## src/rtl/ps2_pkg.sv

```systemverilog
// ps2_pkg -- shared definitions for the PS/2 host transmitter and the keyboard
// decoder that sits next to it.
//   ps2_tx_state_e : host transmit FSM states
//   PS2_CMD_* / PS2_RESP_* : common command and response bytes
//   odd_parity()   : PS/2 parity bit for a data byte
package ps2_pkg;

  typedef enum logic [2:0] {
    ST_IDLE    = 3'd0,
    ST_INHIBIT = 3'd1,
    ST_RTS     = 3'd2,
    ST_SHIFT   = 3'd3,
    ST_ACK     = 3'd4,
    ST_RELEASE = 3'd5
  } ps2_tx_state_e;

  localparam logic [7:0] PS2_CMD_SET_LED = 8'hED;
  localparam logic [7:0] PS2_CMD_RESET   = 8'hFF;
  localparam logic [7:0] PS2_RESP_ACK    = 8'hFA;
  localparam logic [7:0] PS2_RESP_RESEND = 8'hFE;

  // The parity bit makes the count of ones over data + parity odd.
  function automatic logic odd_parity(input logic [7:0] b);
    return ~^b;
  endfunction

endpackage

```

## src/rtl/ps2_host_tx_if.sv

```systemverilog
// ps2_host_tx_if -- command handshake between a requester and ps2_host_tx.
//   tx_valid/tx_data : request to send one byte
//   tx_ready         : transmitter idle, byte accepted on tx_valid && tx_ready
//   tx_busy          : frame in flight
//   tx_done/tx_err   : one-cycle completion pulses
// master = requester side, slave = transmitter side.
interface ps2_host_tx_if;
  logic       tx_valid;
  logic [7:0] tx_data;
  logic       tx_ready;
  logic       tx_busy;
  logic       tx_done;
  logic       tx_err;

  modport master (
    output tx_valid, tx_data,
    input  tx_ready, tx_busy, tx_done, tx_err
  );

  modport slave (
    input  tx_valid, tx_data,
    output tx_ready, tx_busy, tx_done, tx_err
  );
endinterface

```

## src/rtl/ps2_sync_edge.sv

```systemverilog
// ps2_sync_edge -- brings the raw PS/2 clock and data lines into the clk
// domain and flags falling edges of the PS/2 clock.
//   clk, rst               : system clock, synchronous active-high reset
//   ps2_clk_in, ps2_data_in: asynchronous line levels
//   clk_s, data_s          : 2-FF synchronized levels
//   clk_fe                 : high for one cycle after clk_s goes 1->0
// Reset value of the synchronizers is 1 (idle bus, lines pulled up) so that
// leaving reset never fakes an edge.
module ps2_sync_edge (
  input  logic clk,
  input  logic rst,
  input  logic ps2_clk_in,
  input  logic ps2_data_in,
  output logic clk_s,
  output logic data_s,
  output logic clk_fe
);

  logic [1:0] clk_ff;
  logic [1:0] data_ff;
  logic       clk_d;

  always_ff @(posedge clk) begin
    if (rst) begin
      clk_ff  <= 2'b11;
      data_ff <= 2'b11;
      clk_d   <= 1'b1;
    end else begin
      clk_ff  <= {clk_ff[0], ps2_clk_in};
      data_ff <= {data_ff[0], ps2_data_in};
      clk_d   <= clk_ff[1];
    end
  end

  assign clk_s  = clk_ff[1];
  assign data_s = data_ff[1];
  // Edge built from two flops only, so the FSM can react on the next edge.
  assign clk_fe = clk_d & ~clk_ff[1];

endmodule

```

## src/rtl/ps2_host_tx.sv

```systemverilog
// ps2_host_tx -- host-to-device PS/2 transmitter. Sends one command byte to
// the keyboard: request-to-send inhibit, 8 data bits + odd parity + stop on
// device clock falling edges, then the device ACK bit.
//   clk, rst                   : system clock, synchronous active-high reset
//   tx (ps2_host_tx_if.slave)  : tx_valid/tx_data/tx_ready/tx_busy/tx_done/tx_err
//   ps2_clk_in, ps2_data_in    : raw line levels (asynchronous)
//   ps2_clk_low, ps2_data_low  : 1 = pull the line to 0, 0 = release it
// Parameters: INHIBIT_CYC (clock-low time before RTS), TIMEOUT_CYC (RTS to
// end-of-frame limit).
// Build option: define PS2_TX_ACK_CHECK_EN to sample the device ACK bit and
// report a NACK as tx_err; otherwise the 11th clock is only waited for and
// every completed frame reports tx_done.
//
// state      | meaning
// -----------+----------------------------------------------------------
// ST_IDLE    | lines released, tx_ready high
// ST_INHIBIT | PS2_CLK held low INHIBIT_CYC cycles, data pulled low last
// ST_RTS     | clock released, start bit on data, waiting 1st device edge
// ST_SHIFT   | d1..d7, parity, stop driven on successive falling edges
// ST_ACK     | waiting 11th edge to sample the device ACK bit
// ST_RELEASE | waiting for both lines high, then done/err pulse
module ps2_host_tx
  import ps2_pkg::*;
#(
  parameter int INHIBIT_CYC = 10000,
  parameter int TIMEOUT_CYC = 1500000
) (
  input  logic          clk,
  input  logic          rst,
  ps2_host_tx_if.slave  tx,
  input  logic          ps2_clk_in,
  input  logic          ps2_data_in,
  output logic          ps2_clk_low,
  output logic          ps2_data_low
);

  localparam int INH_W = $clog2(INHIBIT_CYC + 1);
  localparam int TMO_W = $clog2(TIMEOUT_CYC + 1);
  localparam logic [INH_W-1:0] INH_LOAD = INH_W'(INHIBIT_CYC - 1);
  localparam logic [TMO_W-1:0] TMO_LOAD = TMO_W'(TIMEOUT_CYC - 1);

  ps2_tx_state_e state, state_nxt;
  logic [INH_W-1:0] inh_cnt, inh_nxt;
  logic [TMO_W-1:0] tmo_cnt, tmo_nxt;
  logic [9:0]       shreg, sh_nxt;   // {stop, parity, d7..d0}, LSB goes out first
  logic [3:0]       bit_idx, idx_nxt;
  logic             ack_ok, ack_ok_nxt;
  logic             ack_edge, ack_edge_nxt;  // 11th falling edge already seen
  logic             clk_low_nxt, data_low_nxt;
  logic             ready_nxt, busy_nxt, done_nxt, err_nxt;
  logic             clk_s, data_s, clk_fe;
  logic             accept, timed;

  ps2_sync_edge u_sync (
    .clk         (clk),
    .rst         (rst),
    .ps2_clk_in  (ps2_clk_in),
    .ps2_data_in (ps2_data_in),
    .clk_s       (clk_s),
    .data_s      (data_s),
    .clk_fe      (clk_fe)
  );

  assign accept = tx.tx_valid && tx.tx_ready;
  assign timed  = (state == ST_RTS) || (state == ST_SHIFT) ||
                  (state == ST_ACK) || (state == ST_RELEASE);

  always_comb begin
    state_nxt    = state;
    inh_nxt      = inh_cnt;
    tmo_nxt      = tmo_cnt;
    sh_nxt       = shreg;
    idx_nxt      = bit_idx;
    ack_ok_nxt   = ack_ok;
    ack_edge_nxt = ack_edge;
    clk_low_nxt  = ps2_clk_low;
    data_low_nxt = ps2_data_low;
    done_nxt     = 1'b0;
    err_nxt      = 1'b0;

    if (timed && (tmo_cnt == '0)) begin
      // Timeout wins over any edge arriving in the same cycle.
      state_nxt    = ST_IDLE;
      clk_low_nxt  = 1'b0;
      data_low_nxt = 1'b0;
      err_nxt      = 1'b1;
    end else begin
      if (timed) tmo_nxt = tmo_cnt - TMO_W'(1);
      case (state)
        ST_IDLE: begin
          clk_low_nxt  = 1'b0;
          data_low_nxt = 1'b0;
          if (accept) begin
            state_nxt    = ST_INHIBIT;
            clk_low_nxt  = 1'b1;
            data_low_nxt = (INH_LOAD == '0);
            inh_nxt      = INH_LOAD;
            sh_nxt       = {1'b1, odd_parity(tx.tx_data), tx.tx_data};
            ack_ok_nxt   = 1'b1;
            ack_edge_nxt = 1'b0;
          end
        end
        ST_INHIBIT: begin
          if (inh_cnt == '0) begin
            state_nxt    = ST_RTS;
            clk_low_nxt  = 1'b0;
            data_low_nxt = 1'b1;
            tmo_nxt      = TMO_LOAD;
          end else begin
            inh_nxt      = inh_cnt - INH_W'(1);
            data_low_nxt = (inh_cnt == INH_W'(1));
          end
        end
        ST_RTS: begin
          if (clk_fe) begin
            state_nxt    = ST_SHIFT;
            data_low_nxt = ~shreg[0];
            sh_nxt       = {1'b0, shreg[9:1]};
            idx_nxt      = 4'd1;
          end
        end
        ST_SHIFT: begin
          if (clk_fe) begin
            data_low_nxt = ~shreg[0];
            sh_nxt       = {1'b0, shreg[9:1]};
            idx_nxt      = bit_idx + 4'd1;
            // bit_idx 9 is the stop bit: data is released on this edge.
            if (bit_idx == 4'd9) begin
`ifdef PS2_TX_ACK_CHECK_EN
              state_nxt = ST_ACK;
`else
              state_nxt = ST_RELEASE;
`endif
            end
          end
        end
`ifdef PS2_TX_ACK_CHECK_EN
        ST_ACK: begin
          if (clk_fe) begin
            state_nxt    = ST_RELEASE;
            ack_ok_nxt   = ~data_s;
            ack_edge_nxt = 1'b1;
          end
        end
`endif
        ST_RELEASE: begin
          if (!ack_edge) begin
            if (clk_fe) ack_edge_nxt = 1'b1;
          end else if (clk_s && data_s) begin
            state_nxt = ST_IDLE;
            done_nxt  = ack_ok;
            err_nxt   = ~ack_ok;
          end
        end
        default: begin
          state_nxt    = ST_IDLE;
          clk_low_nxt  = 1'b0;
          data_low_nxt = 1'b0;
        end
      endcase
    end

    // tx_ready comes back one cycle after the done/err pulse.
    ready_nxt = (state == ST_IDLE) && (state_nxt == ST_IDLE);
    busy_nxt  = (state_nxt != ST_IDLE);
  end

  always_ff @(posedge clk) begin
    if (rst) begin
      state        <= ST_IDLE;
      inh_cnt      <= '0;
      tmo_cnt      <= '0;
      shreg        <= '0;
      bit_idx      <= '0;
      ack_ok       <= 1'b0;
      ack_edge     <= 1'b0;
      ps2_clk_low  <= 1'b0;
      ps2_data_low <= 1'b0;
      tx.tx_ready  <= 1'b1;
      tx.tx_busy   <= 1'b0;
      tx.tx_done   <= 1'b0;
      tx.tx_err    <= 1'b0;
    end else begin
      state        <= state_nxt;
      inh_cnt      <= inh_nxt;
      tmo_cnt      <= tmo_nxt;
      shreg        <= sh_nxt;
      bit_idx      <= idx_nxt;
      ack_ok       <= ack_ok_nxt;
      ack_edge     <= ack_edge_nxt;
      ps2_clk_low  <= clk_low_nxt;
      ps2_data_low <= data_low_nxt;
      tx.tx_ready  <= ready_nxt;
      tx.tx_busy   <= busy_nxt;
      tx.tx_done   <= done_nxt;
      tx.tx_err    <= err_nxt;
    end
  end

endmodule

```

## src/flat_wrapper.sv

```systemverilog
// flat-port wrapper written by rule: the top's interface ports become plain ports
module ps2_host_tx_flat import ps2_pkg::*;
#(
  parameter int INHIBIT_CYC = 10000,
  parameter int TIMEOUT_CYC = 1500000
)
  (clk, rst, ps2_clk_in, ps2_data_in, ps2_clk_low, ps2_data_low, tx_tx_valid, tx_tx_data, tx_tx_ready, tx_tx_busy, tx_tx_done, tx_tx_err);
  ps2_host_tx_if tx_i ();
  input  logic clk;
  input  logic rst;
  input  logic ps2_clk_in;
  input  logic ps2_data_in;
  output logic ps2_clk_low;
  output logic ps2_data_low;
  input wire logic [$bits(tx_i.tx_valid)-1:0] tx_tx_valid;
  input wire logic [$bits(tx_i.tx_data)-1:0] tx_tx_data;
  output wire logic [$bits(tx_i.tx_ready)-1:0] tx_tx_ready;
  output wire logic [$bits(tx_i.tx_busy)-1:0] tx_tx_busy;
  output wire logic [$bits(tx_i.tx_done)-1:0] tx_tx_done;
  output wire logic [$bits(tx_i.tx_err)-1:0] tx_tx_err;
  assign tx_i.tx_valid = tx_tx_valid;
  assign tx_i.tx_data = tx_tx_data;
  assign tx_tx_ready = tx_i.tx_ready;
  assign tx_tx_busy = tx_i.tx_busy;
  assign tx_tx_done = tx_i.tx_done;
  assign tx_tx_err = tx_i.tx_err;
  ps2_host_tx #(.INHIBIT_CYC(INHIBIT_CYC), .TIMEOUT_CYC(TIMEOUT_CYC)) u_core (.clk(clk), .rst(rst), .tx(tx_i), .ps2_clk_in(ps2_clk_in), .ps2_data_in(ps2_data_in), .ps2_clk_low(ps2_clk_low), .ps2_data_low(ps2_data_low));
endmodule
```

## config.mk

```make
export PLATFORM = sky130hd
export DESIGN_NAME = ps2_host_tx_flat
export DESIGN_NICKNAME = d
export VERILOG_FILES = /design/src/rtl/ps2_pkg.sv /design/src/rtl/ps2_host_tx_if.sv /design/src/rtl/ps2_sync_edge.sv /design/src/rtl/ps2_host_tx.sv /design/src/flat_wrapper.sv
export SDC_FILE = /design/constraint.sdc
export NUM_CORES = 1
export LEC_CHECK = 0
export CORE_ASPECT_RATIO = 1.25
export CORE_MARGIN = 10
export CORE_UTILIZATION = 40
export DETAILED_ROUTE_END_ITERATION = 10
export HOLD_SLACK_MARGIN = 0.1
export SYNTH_ARGS = -nofsm -noshare
export SYNTH_HDL_FRONTEND = slang
export SYNTH_SLANG_ARGS = --single-unit
```

## constraint.sdc

```tcl
create_clock -name clk -period 4.5 [get_ports clk]
set_input_delay 0.9 -clock clk [delete_from_list [all_inputs] [get_ports clk]]
set_output_delay 0.9 -clock clk [all_outputs]
set_load 0.02 [all_outputs]
```

## Word-level counts from Yosys, hierarchy flattened

Cells that the tools add are included.

- Add/subtract/negate cells: 3
- Equal/unequal tests: 13
- Mux-type cells: 35
- Bitwise gates (word level): 9
- Reductions and logical operators: 28

Operator list:

| operator | count |
|---|---|
| two-way mux 21 bit | 3 |
| two-way mux 14 bit | 2 |
| one-hot mux 14 bit (2 select lines) | 1 |
| two-way mux 3 bit | 8 |
| logical NOT 21 bit | 1 |
| subtractor 21 x 1 -> 21 bit (second input constant) | 1 |
| two-way mux 10 bit | 2 |
| one-hot mux 10 bit (2 select lines) | 1 |
| one-hot mux 3 bit (5 select lines) | 1 |
| equality test 14 x 1 -> 1 bit (second input constant) | 1 |
| logical NOT 14 bit | 1 |
| subtractor 14 x 1 -> 14 bit (second input constant) | 1 |
| AND reduction 4 bit | 3 |
| two-way mux 1 bit | 11 |
| != test 2 x 1 -> 1 bit (second input constant) | 5 |
| two-way mux 4 bit | 2 |
| NOT 1 bit | 8 |
| one-hot mux 4 bit (2 select lines) | 1 |
| nonzero test 2 bit | 4 |
| XNOR reduction 8 bit | 1 |
| equality test 3 x 2 -> 1 bit (second input constant) | 2 |
| equality test 3 bit (second input constant) | 2 |
| logical NOT 3 bit | 2 |
| one-hot mux 1 bit (3 select lines) | 2 |
| 14 further kinds | 22 |

- Register bits after elaboration: 65
- Bits of input ports: 13
- Output and inout bits: 6
- Word-level logic and storage cells: 104

## Longest topological paths before layout

- Depth after elaboration: 8
- Mapped depth: 9
- Depth with buffers taken out: 7

## Hierarchy

Synthesis repeated with hierarchy kept, for this count alone.

- Cell total of the unflattened synthesis: 362
- Area total of the unflattened synthesis: 3238.1 µm²

By module, submodules not included:

| module | times used | cells each | area each (µm²) | seq. area each (µm²) |
|---|---|---|---|---|
| ps2_host_tx | 1 | 351 | 3100.5 | 1201.2 |
| ps2_sync_edge | 1 | 11 | 137.6 | 100.1 |

## Worst setup path before layout

No wires, ideal clock.

- Path type: input -> register
- Start point: input port tx_tx_valid
- End point: register u_core.shreg[0]
- Library setup time: 133 ps
- Arrival time: 1940 ps
- Data required time: 4367 ps
- Setup slack: 2426 ps
- Stages on the path: 6
- Path buffers: 2
- Cell sequence: nand2_1 > nor3_1 > o22a_1 > buf_4 > buf_4 > a311oi_1

- Cells in the longest elaborated chain, start to end: 3

Ends and longest elaborated chain:

| element | RTL line | text |
|---|---|---|
| start, declared | flat_wrapper.sv:15 | `input wire logic [$bits(tx_i.tx_valid)-1:0] tx_tx_valid;` |
| logical AND 1 bit | ps2_host_tx.sv:64 | `assign accept = tx.tx_valid && tx.tx_ready;` |
| != test 2 x 1 -> 1 bit (no source line) | - |  |
| AND reduction 4 bit (no source line) | - |  |
| end signal, assigned | ps2_host_tx.sv:187 | `shreg <= sh_nxt;` |
| end, declared | ps2_host_tx.sv:45 | `logic [9:0] shreg, sh_nxt;` |

Every way passes these cells.
A chain may end at the register's enable or synchronous reset.

## Worst setup path in the final report

- Start point: register u_core.tmo_cnt[10]
- End point: register u_core.inh_cnt[10]

- Cells in the longest elaborated chain, start to end: 4

Ends and longest elaborated chain:

| element | RTL line | text |
|---|---|---|
| start, declared | ps2_host_tx.sv:44 | `logic [TMO_W-1:0] tmo_cnt, tmo_nxt;` |
| start signal, assigned | ps2_host_tx.sv:186 | `tmo_cnt <= tmo_nxt;` |
| logical NOT 21 bit | ps2_host_tx.sv:81 | `if (timed && (tmo_cnt == '0)) begin` |
| logical AND 1 bit | ps2_host_tx.sv:81 |  |
| NOT 1 bit (no source line) | - |  |
| AND reduction 4 bit (no source line) | - |  |
| end signal, assigned | ps2_host_tx.sv:185 | `inh_cnt <= inh_nxt;` |
| end, declared | ps2_host_tx.sv:43 | `logic [INH_W-1:0] inh_cnt, inh_nxt;` |

Every way passes these cells.

==> Flow_metrics.wiki <==
{| class="wikitable"
! Metric !! Value
|-
| Number of synthesized flops with an enable pin || 0
|-
| Type of the worst setup path || register to register
|-
| DRT antenna net count || 0
|-
| Biggest cell delay along the critical path || 1.08 ns
|-
| Min-Delay Path Class || register to register
|-
| R2r worst-path depth || 5
|-
| Maximum fanout along the worst path || 21
|-
| TritonRoute pass-1 iters || 4
|-
| Floorplan die width || 101 um
|-
| Clk Latency, worst-skew pair || 0.35 ns
|-
| Relative slew margins || 0.164
|-
| Area Overhead vs Synth || 14.0%
|-
| Largest family of logic cells by synthesized area || simple AND/OR/NAND/NOR gates
|-
| Final-report max-slew violation count || 0
|-
| Die area || 12200 sq um
|-
| Register Area || 1300 sq um
|-
| Combined global-route utilization of all metal layers || 0.137
|-
| Maximum frequency from static timing analysis || 356 MHz
|-
| Num rows || 36
|-
| RSZ-0062 raised after global routing || false
|-
| Unique masters post-synth || 48
|-
| Terminating pin of the worst hold path || u_core.u_sync.clk_ff[1]
|-
| Fraction of post-synthesis cell area in the top cell type by area || 0.399
|-
| Leakage power figure || 1.38 nW
|-
| Measured slew at the worst slew-check pin || 1.25 ns
|-
| Final Hold Violating Endpoints || 0
|-
| Setup Buffers After CTS || 0
|-
| Non-Filler Instances || 512
|-
| Max-cap violations || 0
|-
| Clock Path Buffers || 2
|-
| Post-Synth XOR/XNOR Area || 0.0564
|-
| Post-synthesis instance total || 398
|-
| Sum of routed wire length over all layers || 8040 um
|-
| Element type at the critical path start || register
|-
| Hold buffer count at CTS || 0
|-
| Root Buffer || sky130_fd_sc_hd__clkbuf_8
|-
| Post-synthesis share of cell area spent on and, or, nand and nor gates || 0.301
|-
| Ordered list of cells on the worst path || nor4_2 -> nand4_1 -> o21ai_1 -> nor4_1 -> o31a_1
|-
| Worst R2R End || u_core.inh_cnt[10]
|-
| Arrival time at the worst endpoint || 3.05 ns
|-
| Final RePlAce weighted congestion || 0.847
|-
| I/O pin count || 19
|-
| Power density cells || 483 nW/um^2
|-
| Compound-cell area share of the yosys netlist || 0.179
|-
| Fill count || 766
|-
| Setup violation total in the final timing report || 0
|-
| Post-synthesis async set-or-reset flop share || 0
|-
| Register-to-register setup slack || 1.69 ns
|-
| # H-tree levels || 3
|-
| Net Count, Synth || 416
|-
| Antenna violations before repair || 0
|-
| Post-route clock period utilization || 0.624
|-
| Number of global-route vias before repair || 2910
|-
| Outcome || finished, final reports clean
|-
| Antenna Diode Count || 0
|-
| TritonCTS clock tree || done
|-
| Initial Util || 0.414
|-
| Setup skew after layout || 0.0146 ns
|-
| Initial DRC Count || 242
|-
| Final net count || 430
|-
| Reg-to-reg critical path startpoint || u_core.tmo_cnt[10]
|-
| Sequential share of the synthesized area || 0.399
|-
| DRC errors left || 0
|-
| Number of buffers inserted during clock tree synthesis || 9
|-
| Minimum clock period after layout || 2.81 ns
|-
| Maximum VDD drop || 0.186 mV
|-
| Half-perimeter wire length after detailed placement || 5670 um
|-
| Global-route congestion overflow total || 0
|-
| Share of cells above drive strength 1 || 0.0863
|-
| Core ar. || 7880 sq um
|-
| Yosys synthesis warning count || 0
|-
| Leading post-synthesis cells by cell area || sky130_fd_sc_hd__dfxtp_1, sky130_fd_sc_hd__nor2_1, sky130_fd_sc_hd__nand2_1
|-
| Post-synthesis average cell area || 8.19 sq um
|-
| Combined area of the multi-input logic cells || 1840 sq um
|-
| Number of cells after detailed placement || 496
|-
| Share of synthesized cell area in full adder, half adder and majority cells || 0.0192
|-
| Cell area after technology mapping || 3260 sq um
|-
| Worst Hold Depth || 1
|-
| Endpoint type of the worst setup path || register
|-
| Clock-pin slew reported for the worst setup and hold paths after clock tree synthesis || 0.08 ns
|-
| Die outline height || 121 um
|-
| Total negative setup slack || 0 ns
|-
| # resized after CTS || 0
|-
| Min-delay src || u_core.u_sync.clk_ff[0]
|-
| Top_reg_cell synth || sky130_fd_sc_hd__dfxtp_1
|-
| Number of clock sinks seen by CTS || 65
|-
| Cell type with the largest total area after synthesis || sky130_fd_sc_hd__dfxtp_1
|-
| Flop and latch count out of synthesis || 65
|-
| First-pass GRT wire length || 13800 um
|-
| Port Buffer Count || 18
|-
| Critical-path cell with the highest stage delay || sky130_fd_sc_hd__o21ai_1
|-
| Post-synthesis mux area share || 0.00959
|-
| Via/cell ratio || 5.85
|-
| Average wire length per cell after detail routing || 15.7 um
|-
| Largest net degree at the start of global routing || 40
|-
| Data required time of the worst path || 4.74 ns
|-
| Count of vias placed by the detailed router || 2993
|}
stage by stage:
stage	cell area (sq um)	hold slack, ns	total power [W]	utilization	worst slack (ns)
6_report	3720	0.416	0.00180	0.471	1.69
2_1_floorplan	3260	0.389	0.00111	-	2.43
3_5_place_dp	3490	0.400	0.00123	0.443	1.36
3_3_place_gp	3490	0.392	0.00123	0.443	1.49
5_1_grt	3720	0.431	0.00191	0.471	1.29
4_1_cts	3720	0.422	0.00181	0.471	1.67
cells by family (layout without fill, tap and decap cells):
family	Yosys count	after routing
muxes	3	3
xor gates and xnor gates	21	21
AOI/OAI and AO/OA	91	91
buffers and inverters	26	45
DFF	65	65
adders and majority gates	5	5
and+or+nand+nor	187	187
synthesized netlist by cell type, types with 2 or more instances:
cell,instances
sky130_fd_sc_hd__a21oi_1,24
sky130_fd_sc_hd__a311oi_1,9
sky130_fd_sc_hd__a31o_2,2
sky130_fd_sc_hd__a31oi_1,10
sky130_fd_sc_hd__and3_1,3
sky130_fd_sc_hd__and4_1,2
sky130_fd_sc_hd__buf_2,3
sky130_fd_sc_hd__buf_4,4
sky130_fd_sc_hd__clkbuf_1,9
sky130_fd_sc_hd__dfxtp_1,65
sky130_fd_sc_hd__ha_1,5
sky130_fd_sc_hd__inv_1,9
sky130_fd_sc_hd__mux2i_1,2
sky130_fd_sc_hd__nand2_1,39
sky130_fd_sc_hd__nand2b_1,5
sky130_fd_sc_hd__nand3_1,16
sky130_fd_sc_hd__nand3b_1,2
sky130_fd_sc_hd__nand4_1,11
sky130_fd_sc_hd__nor2_1,41
sky130_fd_sc_hd__nor2b_1,4
sky130_fd_sc_hd__nor3_1,14
sky130_fd_sc_hd__nor4_1,10
sky130_fd_sc_hd__nor4_2,2
sky130_fd_sc_hd__o2111ai_1,2
sky130_fd_sc_hd__o211ai_1,2
sky130_fd_sc_hd__o21a_1,2
sky130_fd_sc_hd__o21ai_0,18
sky130_fd_sc_hd__o21ai_1,3
sky130_fd_sc_hd__o31a_1,2
sky130_fd_sc_hd__o31ai_1,10
sky130_fd_sc_hd__or2_2,10
sky130_fd_sc_hd__or3_1,14
sky130_fd_sc_hd__or4_1,10
sky130_fd_sc_hd__xnor2_1,9
sky130_fd_sc_hd__xor2_1,12
placed cells by master (no fill, tap or decap), types with 3 or more instances in the layout:
cell type / instances
sky130_fd_sc_hd__nand4_1: 11
sky130_fd_sc_hd__xor2_1: 12
sky130_fd_sc_hd__nor3_1: 14
sky130_fd_sc_hd__or4_1: 10
sky130_fd_sc_hd__dfxtp_1: 65
sky130_fd_sc_hd__o31ai_1: 10
sky130_fd_sc_hd__clkdlybuf4s50_1: 18
sky130_fd_sc_hd__o21ai_0: 18
sky130_fd_sc_hd__ha_1: 5
sky130_fd_sc_hd__nand3_1: 16
sky130_fd_sc_hd__inv_1: 9
sky130_fd_sc_hd__a21oi_1: 24
sky130_fd_sc_hd__o21ai_1: 3
sky130_fd_sc_hd__nor2b_1: 4
sky130_fd_sc_hd__nand2b_1: 5
sky130_fd_sc_hd__nor4_1: 10
sky130_fd_sc_hd__clkbuf_8: 9
sky130_fd_sc_hd__or3_1: 14
sky130_fd_sc_hd__and3_1: 3
sky130_fd_sc_hd__or2_2: 10
sky130_fd_sc_hd__inv_6: 3
sky130_fd_sc_hd__xnor2_1: 9
sky130_fd_sc_hd__a31oi_1: 10
sky130_fd_sc_hd__nand2_1: 39
sky130_fd_sc_hd__nor2_1: 41
sky130_fd_sc_hd__a311oi_1: 9
final cells by class:
| cell class | instances | area share |
|---|---|---|
| clock buffer | 9 | 0.0333 |
| tap | 95 | 0.0320 |
| sequential | 65 | 0.350 |
| timing repair buffer | 20 | 0.0525 |
| clock inverter | 7 | 0.0273 |
| multi-input combinational | 307 | 0.496 |
| inverter | 9 | 0.00909 |
critical path, delay by kind of cell (launching register included):
kind | cells | cell delay [ns]
simple gates | 3 | 0.93
flops | 1 | 0.37
compound gates | 2 | 1.40
worst max-delay path by stage:
stage                          to               start  cells past startpoint  slack (ns)
2_1_floorplan     u_core.shreg[0]         tx_tx_valid                      6        2.43
3_3_place_gp      u_core.shreg[2]         tx_tx_valid                      6        1.49
3_5_place_dp      u_core.shreg[5]         tx_tx_valid                      6        1.36
4_1_cts        u_core.inh_cnt[10]  u_core.tmo_cnt[10]                      5        1.67
5_1_grt         u_core.inh_cnt[8]  u_core.tmo_cnt[16]                      5        1.29
6_report       u_core.inh_cnt[10]  u_core.tmo_cnt[10]                      5        1.69
power by group:
group          total (W)  switching [W]  internal [W]
clock network   0.000569       0.000252      0.000317
logic           0.000507       0.000313      0.000193
registers       0.000719      0.0000745      0.000645
routing by layer:
metal  track usage  wire (um)  part of all wire  up-vias
met3        0.0217        442             0.055       12
met1         0.170       3550              0.44     1397
met2         0.226       3910              0.49       88
li1              -          -                 -     1496
met4        0.0664        137             0.017        0
met5             0          0                 0        -
sequential cells by signal, summed over array words and instances (netlist names), 2 cells and up:
signal and cells:
u_core.bit_idx 4, u_core.tmo_cnt 21, u_core.u_sync.clk_ff 2, u_core.shreg 10, u_core.inh_cnt 14, u_core.state 3, u_core.u_sync.data_ff 2
Power figures use the tool's default switching activity.
